<file path="src/rtl/fetch_predict_unit_if.sv">
`default_nettype none
// ============================================================================
// Module      : fetch_predict_unit_if
// Description : Bundle between the fetch/predict unit and the rest of the
//               pipeline: hazard-unit controls, ID/EX resolution inputs,
//               and the PC / miss outputs.
// Revision    : 1.0  initial release
// ============================================================================
interface fetch_predict_unit_if #(
  parameter int WORD_SIZE = 16
);
  logic                 pc_write;
  logic                 stall_IFID;
  logic                 flush_IFID;
  logic                 flush_IDEX;
  logic                 is_jump_ID;
  logic [WORD_SIZE-1:0] jump_target_ID;
  logic                 is_branch_EX;
  logic                 branch_taken_EX;
  logic [WORD_SIZE-1:0] branch_target_EX;
  logic [WORD_SIZE-1:0] i_address;
  logic [WORD_SIZE-1:0] pc_ID;
  logic                 jump_miss;
  logic                 i_branch_miss;

  // Pipeline / hazard side: drives controls and resolution, sees PC and misses.
  modport master (
    output pc_write, stall_IFID, flush_IFID, flush_IDEX,
    output is_jump_ID, jump_target_ID,
    output is_branch_EX, branch_taken_EX, branch_target_EX,
    input  i_address, pc_ID, jump_miss, i_branch_miss
  );

  // Fetch/predict unit side.
  modport slave (
    input  pc_write, stall_IFID, flush_IFID, flush_IDEX,
    input  is_jump_ID, jump_target_ID,
    input  is_branch_EX, branch_taken_EX, branch_target_EX,
    output i_address, pc_ID, jump_miss, i_branch_miss
  );
endinterface
`default_nettype wire

</file>
<file path="src/rtl/fetch_predict_unit.sv">
`default_nettype none
// ============================================================================
// Module      : fetch_predict_unit
// Description : IF-stage PC generator. Predicts the next PC from a
//               direct-mapped BTB with 2-bit saturating counters, carries
//               each prediction through IF/ID and ID/EX, flags jump
//               mispredictions in ID and branch mispredictions in EX, and
//               redirects the PC on a miss.
// Option      : define BTB_PREDICT_EN to build the BTB; when undefined the
//               unit always predicts pc+1 and holds no BTB storage.
// Revision    : 1.0  initial release
// ============================================================================
module fetch_predict_unit #(
  parameter int WORD_SIZE    = 16,
  parameter int BTB_IDX_BITS = 4
) (
  input  logic                  clk,
  input  logic                  reset,
  fetch_predict_unit_if.slave   bus
);

  localparam int TAG_BITS = WORD_SIZE - BTB_IDX_BITS;

  // Architectural PC and the two prediction-tracking pipeline registers.
  logic [WORD_SIZE-1:0] pc;
  logic                 valid_id;
  logic [WORD_SIZE-1:0] pc_id;
  logic [WORD_SIZE-1:0] pred_id;
  logic                 valid_ex;
  logic [WORD_SIZE-1:0] pc_ex;
  logic [WORD_SIZE-1:0] pred_ex;

  logic [WORD_SIZE-1:0] pc_plus1;
  logic [WORD_SIZE-1:0] pred_next;
  logic [WORD_SIZE-1:0] correct_ex;
  logic                 branch_miss;
  logic                 jmp_miss;

  assign pc_plus1   = pc + WORD_SIZE'(1);
  assign correct_ex = bus.branch_taken_EX ? bus.branch_target_EX
                                          : pc_ex + WORD_SIZE'(1);

  // A branch miss in EX means the ID instruction is on the wrong path, so it
  // must neither redirect the PC nor train the BTB.
  assign branch_miss = valid_ex && bus.is_branch_EX && (correct_ex != pred_ex);
  assign jmp_miss    = valid_id && bus.is_jump_ID &&
                       (bus.jump_target_ID != pred_id) && !branch_miss;

  assign bus.i_address     = pc;
  assign bus.pc_ID         = pc_id;
  assign bus.jump_miss     = jmp_miss;
  assign bus.i_branch_miss = branch_miss;

`ifdef BTB_PREDICT_EN
  localparam int ENTRIES = 1 << BTB_IDX_BITS;

  logic [ENTRIES-1:0]   btb_valid;
  logic [TAG_BITS-1:0]  btb_tag    [ENTRIES];
  logic [WORD_SIZE-1:0] btb_target [ENTRIES];
  logic [1:0]           btb_ctr    [ENTRIES];

  logic [BTB_IDX_BITS-1:0] idx_if, idx_ex, idx_id;
  logic [TAG_BITS-1:0]     tag_if, tag_ex, tag_id;
  logic                    hit;
  logic                    br_update, br_match, jmp_update, jmp_write;

  assign idx_if = pc[BTB_IDX_BITS-1:0];
  assign tag_if = pc[WORD_SIZE-1:BTB_IDX_BITS];
  assign idx_ex = pc_ex[BTB_IDX_BITS-1:0];
  assign tag_ex = pc_ex[WORD_SIZE-1:BTB_IDX_BITS];
  assign idx_id = pc_id[BTB_IDX_BITS-1:0];
  assign tag_id = pc_id[WORD_SIZE-1:BTB_IDX_BITS];

  assign hit       = btb_valid[idx_if] && (btb_tag[idx_if] == tag_if);
  assign pred_next = (hit && btb_ctr[idx_if][1]) ? btb_target[idx_if] : pc_plus1;

  assign br_update  = valid_ex && bus.is_branch_EX;
  assign br_match   = btb_valid[idx_ex] && (btb_tag[idx_ex] == tag_ex);
  assign jmp_update = valid_id && bus.is_jump_ID && !branch_miss;
  // On an index collision the resolved EX branch is the older instruction
  // and owns the entry this cycle.
  assign jmp_write  = jmp_update && !(br_update && (idx_id == idx_ex));

  // BTB training: branch counters/targets from EX, jump entries from ID.
  always_ff @(posedge clk) begin
    if (reset) begin
      btb_valid <= '0;
      for (int i = 0; i < ENTRIES; i++) begin
        btb_tag[i]    <= '0;
        btb_target[i] <= '0;
        btb_ctr[i]    <= 2'b01;
      end
    end else begin
      if (br_update) begin
        if (br_match) begin
          if (bus.branch_taken_EX) begin
            btb_target[idx_ex] <= bus.branch_target_EX;
            if (btb_ctr[idx_ex] != 2'b11) btb_ctr[idx_ex] <= btb_ctr[idx_ex] + 2'd1;
          end else begin
            if (btb_ctr[idx_ex] != 2'b00) btb_ctr[idx_ex] <= btb_ctr[idx_ex] - 2'd1;
          end
        end else begin
          btb_valid[idx_ex]  <= 1'b1;
          btb_tag[idx_ex]    <= tag_ex;
          btb_target[idx_ex] <= bus.branch_target_EX;
          btb_ctr[idx_ex]    <= bus.branch_taken_EX ? 2'b10 : 2'b01;
        end
      end
      if (jmp_write) begin
        btb_valid[idx_id]  <= 1'b1;
        btb_tag[idx_id]    <= tag_id;
        btb_target[idx_id] <= bus.jump_target_ID;
        btb_ctr[idx_id]    <= 2'b11;
      end
    end
  end
`else
  assign pred_next = pc_plus1;
`endif

  // PC redirect priority plus the IF/ID and ID/EX prediction registers.
  always_ff @(posedge clk) begin
    if (reset) begin
      pc       <= '0;
      valid_id <= 1'b0;
      pc_id    <= '0;
      pred_id  <= '0;
      valid_ex <= 1'b0;
      pc_ex    <= '0;
      pred_ex  <= '0;
    end else begin
      if (branch_miss)       pc <= correct_ex;
      else if (jmp_miss)     pc <= bus.jump_target_ID;
      else if (bus.pc_write) pc <= pred_next;

      if (bus.flush_IFID) begin
        valid_id <= 1'b0;
      end else if (!bus.stall_IFID) begin
        valid_id <= 1'b1;
        pc_id    <= pc;
        pred_id  <= pred_next;
      end

      // A stalled IF/ID sends a bubble downstream rather than duplicating ID.
      if (bus.flush_IDEX || bus.stall_IFID) begin
        valid_ex <= 1'b0;
      end else begin
        valid_ex <= valid_id;
        pc_ex    <= pc_id;
        pred_ex  <= pred_id;
      end
    end
  end

endmodule
`default_nettype wire

</file>
<file path="src/flat_wrapper.sv">
// flat-port wrapper written by rule: the top's interface ports become plain ports
module fetch_predict_unit_flat 
#(
  parameter int WORD_SIZE    = 16,
  parameter int BTB_IDX_BITS = 4
)
  (clk, reset, bus_pc_write, bus_stall_IFID, bus_flush_IFID, bus_flush_IDEX, bus_is_jump_ID, bus_jump_target_ID, bus_is_branch_EX, bus_branch_taken_EX, bus_branch_target_EX, bus_i_address, bus_pc_ID, bus_jump_miss, bus_i_branch_miss);
  fetch_predict_unit_if #(.WORD_SIZE(WORD_SIZE)) bus_i ();
  input  logic clk;
  input  logic reset;
  input wire logic [$bits(bus_i.pc_write)-1:0] bus_pc_write;
  input wire logic [$bits(bus_i.stall_IFID)-1:0] bus_stall_IFID;
  input wire logic [$bits(bus_i.flush_IFID)-1:0] bus_flush_IFID;
  input wire logic [$bits(bus_i.flush_IDEX)-1:0] bus_flush_IDEX;
  input wire logic [$bits(bus_i.is_jump_ID)-1:0] bus_is_jump_ID;
  input wire logic [$bits(bus_i.jump_target_ID)-1:0] bus_jump_target_ID;
  input wire logic [$bits(bus_i.is_branch_EX)-1:0] bus_is_branch_EX;
  input wire logic [$bits(bus_i.branch_taken_EX)-1:0] bus_branch_taken_EX;
  input wire logic [$bits(bus_i.branch_target_EX)-1:0] bus_branch_target_EX;
  output wire logic [$bits(bus_i.i_address)-1:0] bus_i_address;
  output wire logic [$bits(bus_i.pc_ID)-1:0] bus_pc_ID;
  output wire logic [$bits(bus_i.jump_miss)-1:0] bus_jump_miss;
  output wire logic [$bits(bus_i.i_branch_miss)-1:0] bus_i_branch_miss;
  assign bus_i.pc_write = bus_pc_write;
  assign bus_i.stall_IFID = bus_stall_IFID;
  assign bus_i.flush_IFID = bus_flush_IFID;
  assign bus_i.flush_IDEX = bus_flush_IDEX;
  assign bus_i.is_jump_ID = bus_is_jump_ID;
  assign bus_i.jump_target_ID = bus_jump_target_ID;
  assign bus_i.is_branch_EX = bus_is_branch_EX;
  assign bus_i.branch_taken_EX = bus_branch_taken_EX;
  assign bus_i.branch_target_EX = bus_branch_target_EX;
  assign bus_i_address = bus_i.i_address;
  assign bus_pc_ID = bus_i.pc_ID;
  assign bus_jump_miss = bus_i.jump_miss;
  assign bus_i_branch_miss = bus_i.i_branch_miss;
  fetch_predict_unit #(.WORD_SIZE(WORD_SIZE), .BTB_IDX_BITS(BTB_IDX_BITS)) u_core (.clk(clk), .reset(reset), .bus(bus_i));
endmodule
</file>
<file path="config.mk">
export PLATFORM = sky130hd
export DESIGN_NAME = fetch_predict_unit_flat
export DESIGN_NICKNAME = d
export VERILOG_FILES = /design/src/rtl/fetch_predict_unit_if.sv /design/src/rtl/fetch_predict_unit.sv /design/src/flat_wrapper.sv
export SDC_FILE = /design/constraint.sdc
export NUM_CORES = 1
export LEC_CHECK = 0
export ABC_AREA = 1
export ABC_CLOCK_PERIOD_IN_PS = 6100
export CAP_MARGIN = 5
export CELL_PAD_IN_SITES_DETAIL_PLACEMENT = 2
export CELL_PAD_IN_SITES_GLOBAL_PLACEMENT = 2
export CORE_UTILIZATION = 37
export DETAILED_ROUTE_END_ITERATION = 7
export DONT_BUFFER_PORTS = 1
export GPL_TIMING_DRIVEN = 0
export PLACE_DENSITY = 0.9
export SYNTH_ARGS = -nofsm -noshare
export SYNTH_HDL_FRONTEND = slang
export SYNTH_SLANG_ARGS = --single-unit
export TNS_END_PERCENT = 20
</file>
<file path="constraint.sdc">
create_clock -name clk -period 6.1 [get_ports clk]
set_input_delay 1.22 -clock clk [delete_from_list [all_inputs] [get_ports clk]]
set_output_delay 1.22 -clock clk [all_outputs]
set_load 0.01 [all_outputs]
</file>
==> metrics.yaml, run 1 <==
layout_commonest_cell: "nand2_1"
finalCritPeriodShare: 0.740
fp.dieW_um: 115
core-area_mm2: 0.0122
layout.cells.non_filler: 923
start_util: 0.386
postCtsSetupBuffers: 0
end_kind: "output port"
cts_max_path_buffers: 2
hold_viol_final: 0
fin_setup_tns_ns: 0
synth_cell_type_count: 38
synth.top_cells.by_area: "dfxtp_1 35%, nand2_1 13%, nand3_1 8.6%"
cts_buffers: 9
leakagePower_nw: 2.18
place.gp.congestion: 0.878
finalCriticalPeriod_ns: 4.52
grt_overflow_total: 0
synth_warnings: 0
cts-resized-gates: 0
status: "complete, no violations"
power_mw: 1.38
synthesis.nets: 783
ios: 75
dp_cells: 908
syn-cell-area_mm2: 0.00471
synth_top_cell_by_area: "dfxtp_1"
drtPass1Iterations: 5
clk_latency_ns: 0.36
synthArstFlopShare: 0
cts_hold_buf: 0
synth-main-ff-cell: "dfxtp_1"
arrival_ns: 3.30
ir_worst_vdd_mv: 0.156
numPortBuffers: 0
yosysSeqAreaShare: 0.348
drive_above_1_share: 0.0649
clock_sink_count: 82
hp-class: "reg2reg"
antenna_found_initial: 0
grt_pass1_vias: 6023
startpoint_type: "input pin"
drt_wl_total_mm: 23.5
final_nets: 794
vias: 5427
final-max-slew-violation-count: 0
drc_errors: 0
die_area_mm2: 0.0132
rsz0062_at_grt: "false"
skew_ns: 0.00922
slew_headroom: 0.441
syn2layout_area_growth_pct: 10.7
grtUsageTotal: 0.375
post_drt_wl_per_cell_um: 25.4
met1_length_mm: 9.31
syn_area_per_cell_um2: 6.37
worst_pin_slew_ns: 0.831
met3_wirelength_mm: 1.54
synth-seq-cells: 82
dp_hpwl_mm: 16.4
grt_pass1_wl_mm: 36.0
syn_inst: 740
reg2regPathDepth: 11
p_per_area_mw_per_mm2: 265
met2_length_mm: 11.5
critical_path_peak_fanout: 10
worstPathRequired_ns: 4.88
rows: 40
grt_max_degree: 14
setup_viol: 0
cts_tree: "yes"
root_buffer: "clkbuf_16"
final_cell_mix: "158 x nand2_1, 87 x inv_1, 85 x nor2_1"
crit_type: "in2out"
synth_edf_count: 0
yosysTopAreaCellShare: 0.348
min_path_cells: 2
fmax_ghz: 0.221
routed.top_layer: "met4"
clk_pin_slew_ns: 0.06
die_y_um: 115
whs_ns: 0.517
antenna_cells: 0
drv_cap: 0
antenna_left: 0
drt_iter0_drc: 385
viasPerCell: 5.88
h-tree-depth: 3
[final timing paths]
| kind | from | endpoint | slack (ns) |
|---|---|---|---|
| setup / recovery | bus_branch_taken_EX | bus_jump_miss | 1.58 |
| hold / removal | u_core.pred_ex[1] | u_core.pred_ex[1] | 0.52 |
| setup reg to reg | u_core.bus.i_address[2] | u_core.bus.i_address[15] | 3.16 |
| hold reg to reg | u_core.pred_ex[1] | u_core.pred_ex[1] | 0.52 |
[registers in the layout (all words and copies together), names as in the netlist]
signal,count
u_core.bus.pc_ID,16
u_core.pred_ex,16
u_core.bus.i_address,16
u_core.valid_id,1
u_core.pc_ex,16
u_core.pred_id,16
u_core.valid_ex,1
[logic make-up (layout without fill, tap and decap cells)]
group / Yosys count / after routing / share of synthesized area
and+or+nand+nor: 379 / 379 / 0.361
adders and majority gates: 2 / 2 / 0.00531
xor gates and xnor gates: 17 / 17 / 0.0316
AOI/OAI and AO/OA: 136 / 136 / 0.148
buffers and inverters: 124 / 139 / 0.106
DFF: 82 / 82 / 0.348
[stage by stage]
step	util	cell area, um^2	worst slack, ns
floorplan	-	4710	2.23
global placement	0.403	4920	1.71
detailed placement	0.403	4920	1.64
CTS	0.427	5220	1.56
global route	0.427	5220	1.48
finish	0.427	5220	1.58
[Yosys cell counts (2+ instances only)]
| cell type | n |
|---|---|
| nor2_1 | 85 |
| dfxtp_1 | 82 |
| clkbuf_1 | 20 |
| o21ai_0 | 62 |
| nor3_1 | 3 |
| o211ai_1 | 4 |
| nand4_1 | 11 |
| nand2_2 | 5 |
| nand3b_1 | 6 |
| a21oi_1 | 65 |
| xnor2_1 | 5 |
| inv_1 | 87 |
| nor2_2 | 5 |
| or2_1 | 9 |
| buf_6 | 3 |
| nand3_1 | 81 |
| and2_0 | 3 |
| nor2_4 | 2 |
| o21ai_1 | 2 |
| xor2_1 | 12 |
| nand2_1 | 158 |
| or2_2 | 4 |
| ha_1 | 2 |
| inv_2 | 4 |
| clkinv_1 | 2 |
| buf_2 | 6 |
[area by class of cell]
class	count	area [um^2]
Clock inverter	5	55.1
Clock buffer	10	239
Multi-Input combinational cell	534	2570
Sequential cell	82	1640
Tap cell	168	210
Buffer	31	150
Inverter	93	349
Fill cell	1496	6990
[power by group]
group | internal [mW] | switching (mW)
Sequential | 0.567 | 0.0436
Clock | 0.325 | 0.251
Combinational | 0.0555 | 0.140
[critical path: stages]
cell,delay [ns]
inv_2,0.05
buf_6,0.14
nand2_2,0.07
nand2_1,0.11
nand2_1,0.09
nand2_1,0.07
nand2_1,0.08
nor2_1,0.14
nand3_1,0.12
nor2_1,0.11
nand2_1,0.07
nor2_2,0.15
nand3_4,0.16
nand2_4,0.17
buf_6,0.18
inv_1,0.11
nor2_1,0.25
[per-layer routing]
layer | global-route usage | up-vias
met5 | 0 | -
met4 | 0.189 | 0
met3 | 0.0828 | 75
met2 | 0.653 | 219
met1 | 0.432 | 2731
li1 | - | 2402
No activity file was read; power rests on OpenSTA's default activity.
==> run 2: changes to the inputs <==
ABC_CLOCK_PERIOD_IN_PS = 4000   (was 6100)
CORE_UTILIZATION = 31   (was 37)
PLACE_DENSITY = 0.81   (was 0.9)
clock period = 4 ns   (was 6.1 ns; I/O delays follow)
==> metrics.yaml, run 2 (synthesis results as in run 1) <==
end_kind: "output port"
vias: 5017  # -7.6%
antenna_found_initial: 0  # unchanged
final_cell_mix: "158 x nand2_1, 87 x inv_1, 85 x nor2_1"
rsz0062_at_grt: "false"
power_frac_comb: 0.132  # -0.009
p_int_mw: 1.44  # +52%
slew_headroom: 0.525  # +0.0835
leakagePower_nw: 2.18  # about the same
power.net_switching_mw: 0.652  # +50%
clock_sink_count: 82  # unchanged
p_per_area_mw_per_mm2: 398  # +50%
grtUsageTotal: 0.275  # -0.100
critical_path_peak_fanout: 10  # unchanged
grt_pass1_wl_mm: 32.5  # -9.8%
fmax_ghz: 0.266
drtPass1Iterations: 7  # +2
post_drt_wl_per_cell_um: 21.9  # -14%
met1_usage: 0.331  # -0.101
fp.dieW_um: 125  # +9.1%
place.gp.congestion: 0.862  # -1.8%
setup_viol: 0  # unchanged
die_area_mm2: 0.0157  # +19%
layout_commonest_cell: "nand2_1"
skew_ns: 0.00918  # -0.0000436 ns
crit_type: "reg2out"
dp_hpwl_mm: 16.1  # -1.5%
drt_iter0_drc: 255  # -34%
use_met2: 0.475  # -0.178
core-area_mm2: 0.0147  # +20%
postCtsSetupBuffers: 0  # unchanged
root_buffer: "clkbuf_16"
grt_max_degree: 16  # +2
numPortBuffers: 0  # unchanged
cts_buffers: 9  # unchanged
grt_overflow_total: 0  # unchanged
final-max-slew-violation-count: 0  # unchanged
cts_hold_buf: 0  # unchanged
worst_pin_slew_ns: 0.713  # -0.119 ns
p_sw_frac: 0.312  # -0.00222
hold_viol_final: 0  # unchanged
status: "finished with violations"
finalCriticalPeriod_ns: 3.76
final_nets: 794  # unchanged
cts-resized-gates: 0  # unchanged
syn2layout_area_growth_pct: 11.3
worstPathRequired_ns: 3.20  # -1.68 ns
viasPerCell: 5.34  # -9.2%
ir_worst_vdd_mv: 0.198  # +27%
rows: 44  # +10%
clk_latency_ns: 0.36  # about the same
seqPwrFrac: 0.444  # +0.002
start_util: 0.321  # -0.0653
whs_ns: 0.484  # -0.0335 ns
die_y_um: 125  # +9.1%
h-tree-depth: 3  # unchanged
drc_errors: 3  # +3
cts_max_path_buffers: 2  # unchanged
antenna_cells: 0  # unchanged
drv_cap: 0  # unchanged
fin_setup_tns_ns: 0  # unchanged
postPlaceCellArea_mm2: 0.00494  # +0.41%
arrival_ns: 2.96  # -0.34 ns
cts_tree: "yes"
drive_above_1_share: 0.0661  # +0.00124
antenna_left: 0  # unchanged
startpoint_type: "flip-flop"
power.share.clock: 0.425  # +0.008
violations: "DRC"
fin_area_mm2: 0.00525  # +0.58%
busiest_layer: "met2"
grt_pass1_vias: 5554  # -7.8%
finalCritPeriodShare: 0.939
use_met3: 0.0488  # -0.0340
clk_pin_slew_ns: 0.07  # about the same
ios: 75  # unchanged
drt_wl_total_mm: 20.6  # -12%
hp-class: "reg2reg"
==> run 2: cell count changes in the layout (fill, tap and decap cells not counted), sizes merged <==
cell / delta
clkbuf: -1
inv: +1
clkinvlp: +1
==> run 2: path summary, 6_finish.rpt <==
kind / from / to / slack, ns / cells past startpoint
setup reg to reg: u_core.pc_ex[0] / u_core.bus.i_address[8] / 1.23 / 17
hold / removal: u_core.pred_ex[1] / u_core.pred_ex[1] / 0.48 / 2
hold reg to reg: u_core.pred_ex[1] / u_core.pred_ex[1] / 0.48 / 2
setup / recovery: u_core.pc_ex[0] / bus_jump_miss / 0.24 / 16
==> run 2: metal layers <==
layer,up-vias,share of wire
li1,2402,-
met1,2483,0.42
met2,100,0.49
met3,32,0.052
met4,0,0.034
met5,-,0
==> run 2: area by class of cell <==
class	count	area (um^2)
Tap cell	184	230
Clock buffer	9	225
Inverter	93	349
Sequential cell	82	1640
Fill cell	1824	9450
Multi-Input combinational cell	534	2570
Buffer	31	150
Clock inverter	7	78.8
==> run 2: metrics by stage <==
| stage | setup slack [ns] | utilization | total power [mW] | cells |
|---|---|---|---|---|
| floorplan | 0.966 | - | 1.11 | 740 |
| global placement | 0.441 | 0.336 | 1.20 | 924 |
| detailed placement | 0.436 | 0.336 | 1.22 | 924 |
| CTS | 0.234 | 0.357 | 2.10 | 940 |
| global route | 0.0228 | 0.357 | 2.17 | 940 |
| finish | 0.243 | 0.357 | 2.09 | 940 |
==> run 2: worst max-delay path: stages (launching register included) <==
cell     delay, ns
dfxtp_1       0.43
ha_1          0.27
nand2_2       0.11
nor2_4        0.18
nand3_1       0.11
nand3_1       0.18
nand2_1       0.09
nand2_1       0.07
nand2_1       0.05
nor2_1        0.12
nand3_1       0.09
nor2_2        0.14
nand3_4       0.16
nand2_4       0.16
buf_6         0.17
inv_1         0.09
nor2_1        0.19
==> run 2: power by group through the flow <==
stage / logic, mW / clock network, mW / registers (mW)
2_1_floorplan: 0.187 / 0 / 0.921
3_5_place_dp: 0.271 / 0 / 0.944
6_report: 0.275 / 0.887 / 0.927
3_3_place_gp: 0.255 / 0 / 0.941
4_1_cts: 0.276 / 0.896 / 0.927
5_1_grt: 0.308 / 0.926 / 0.932
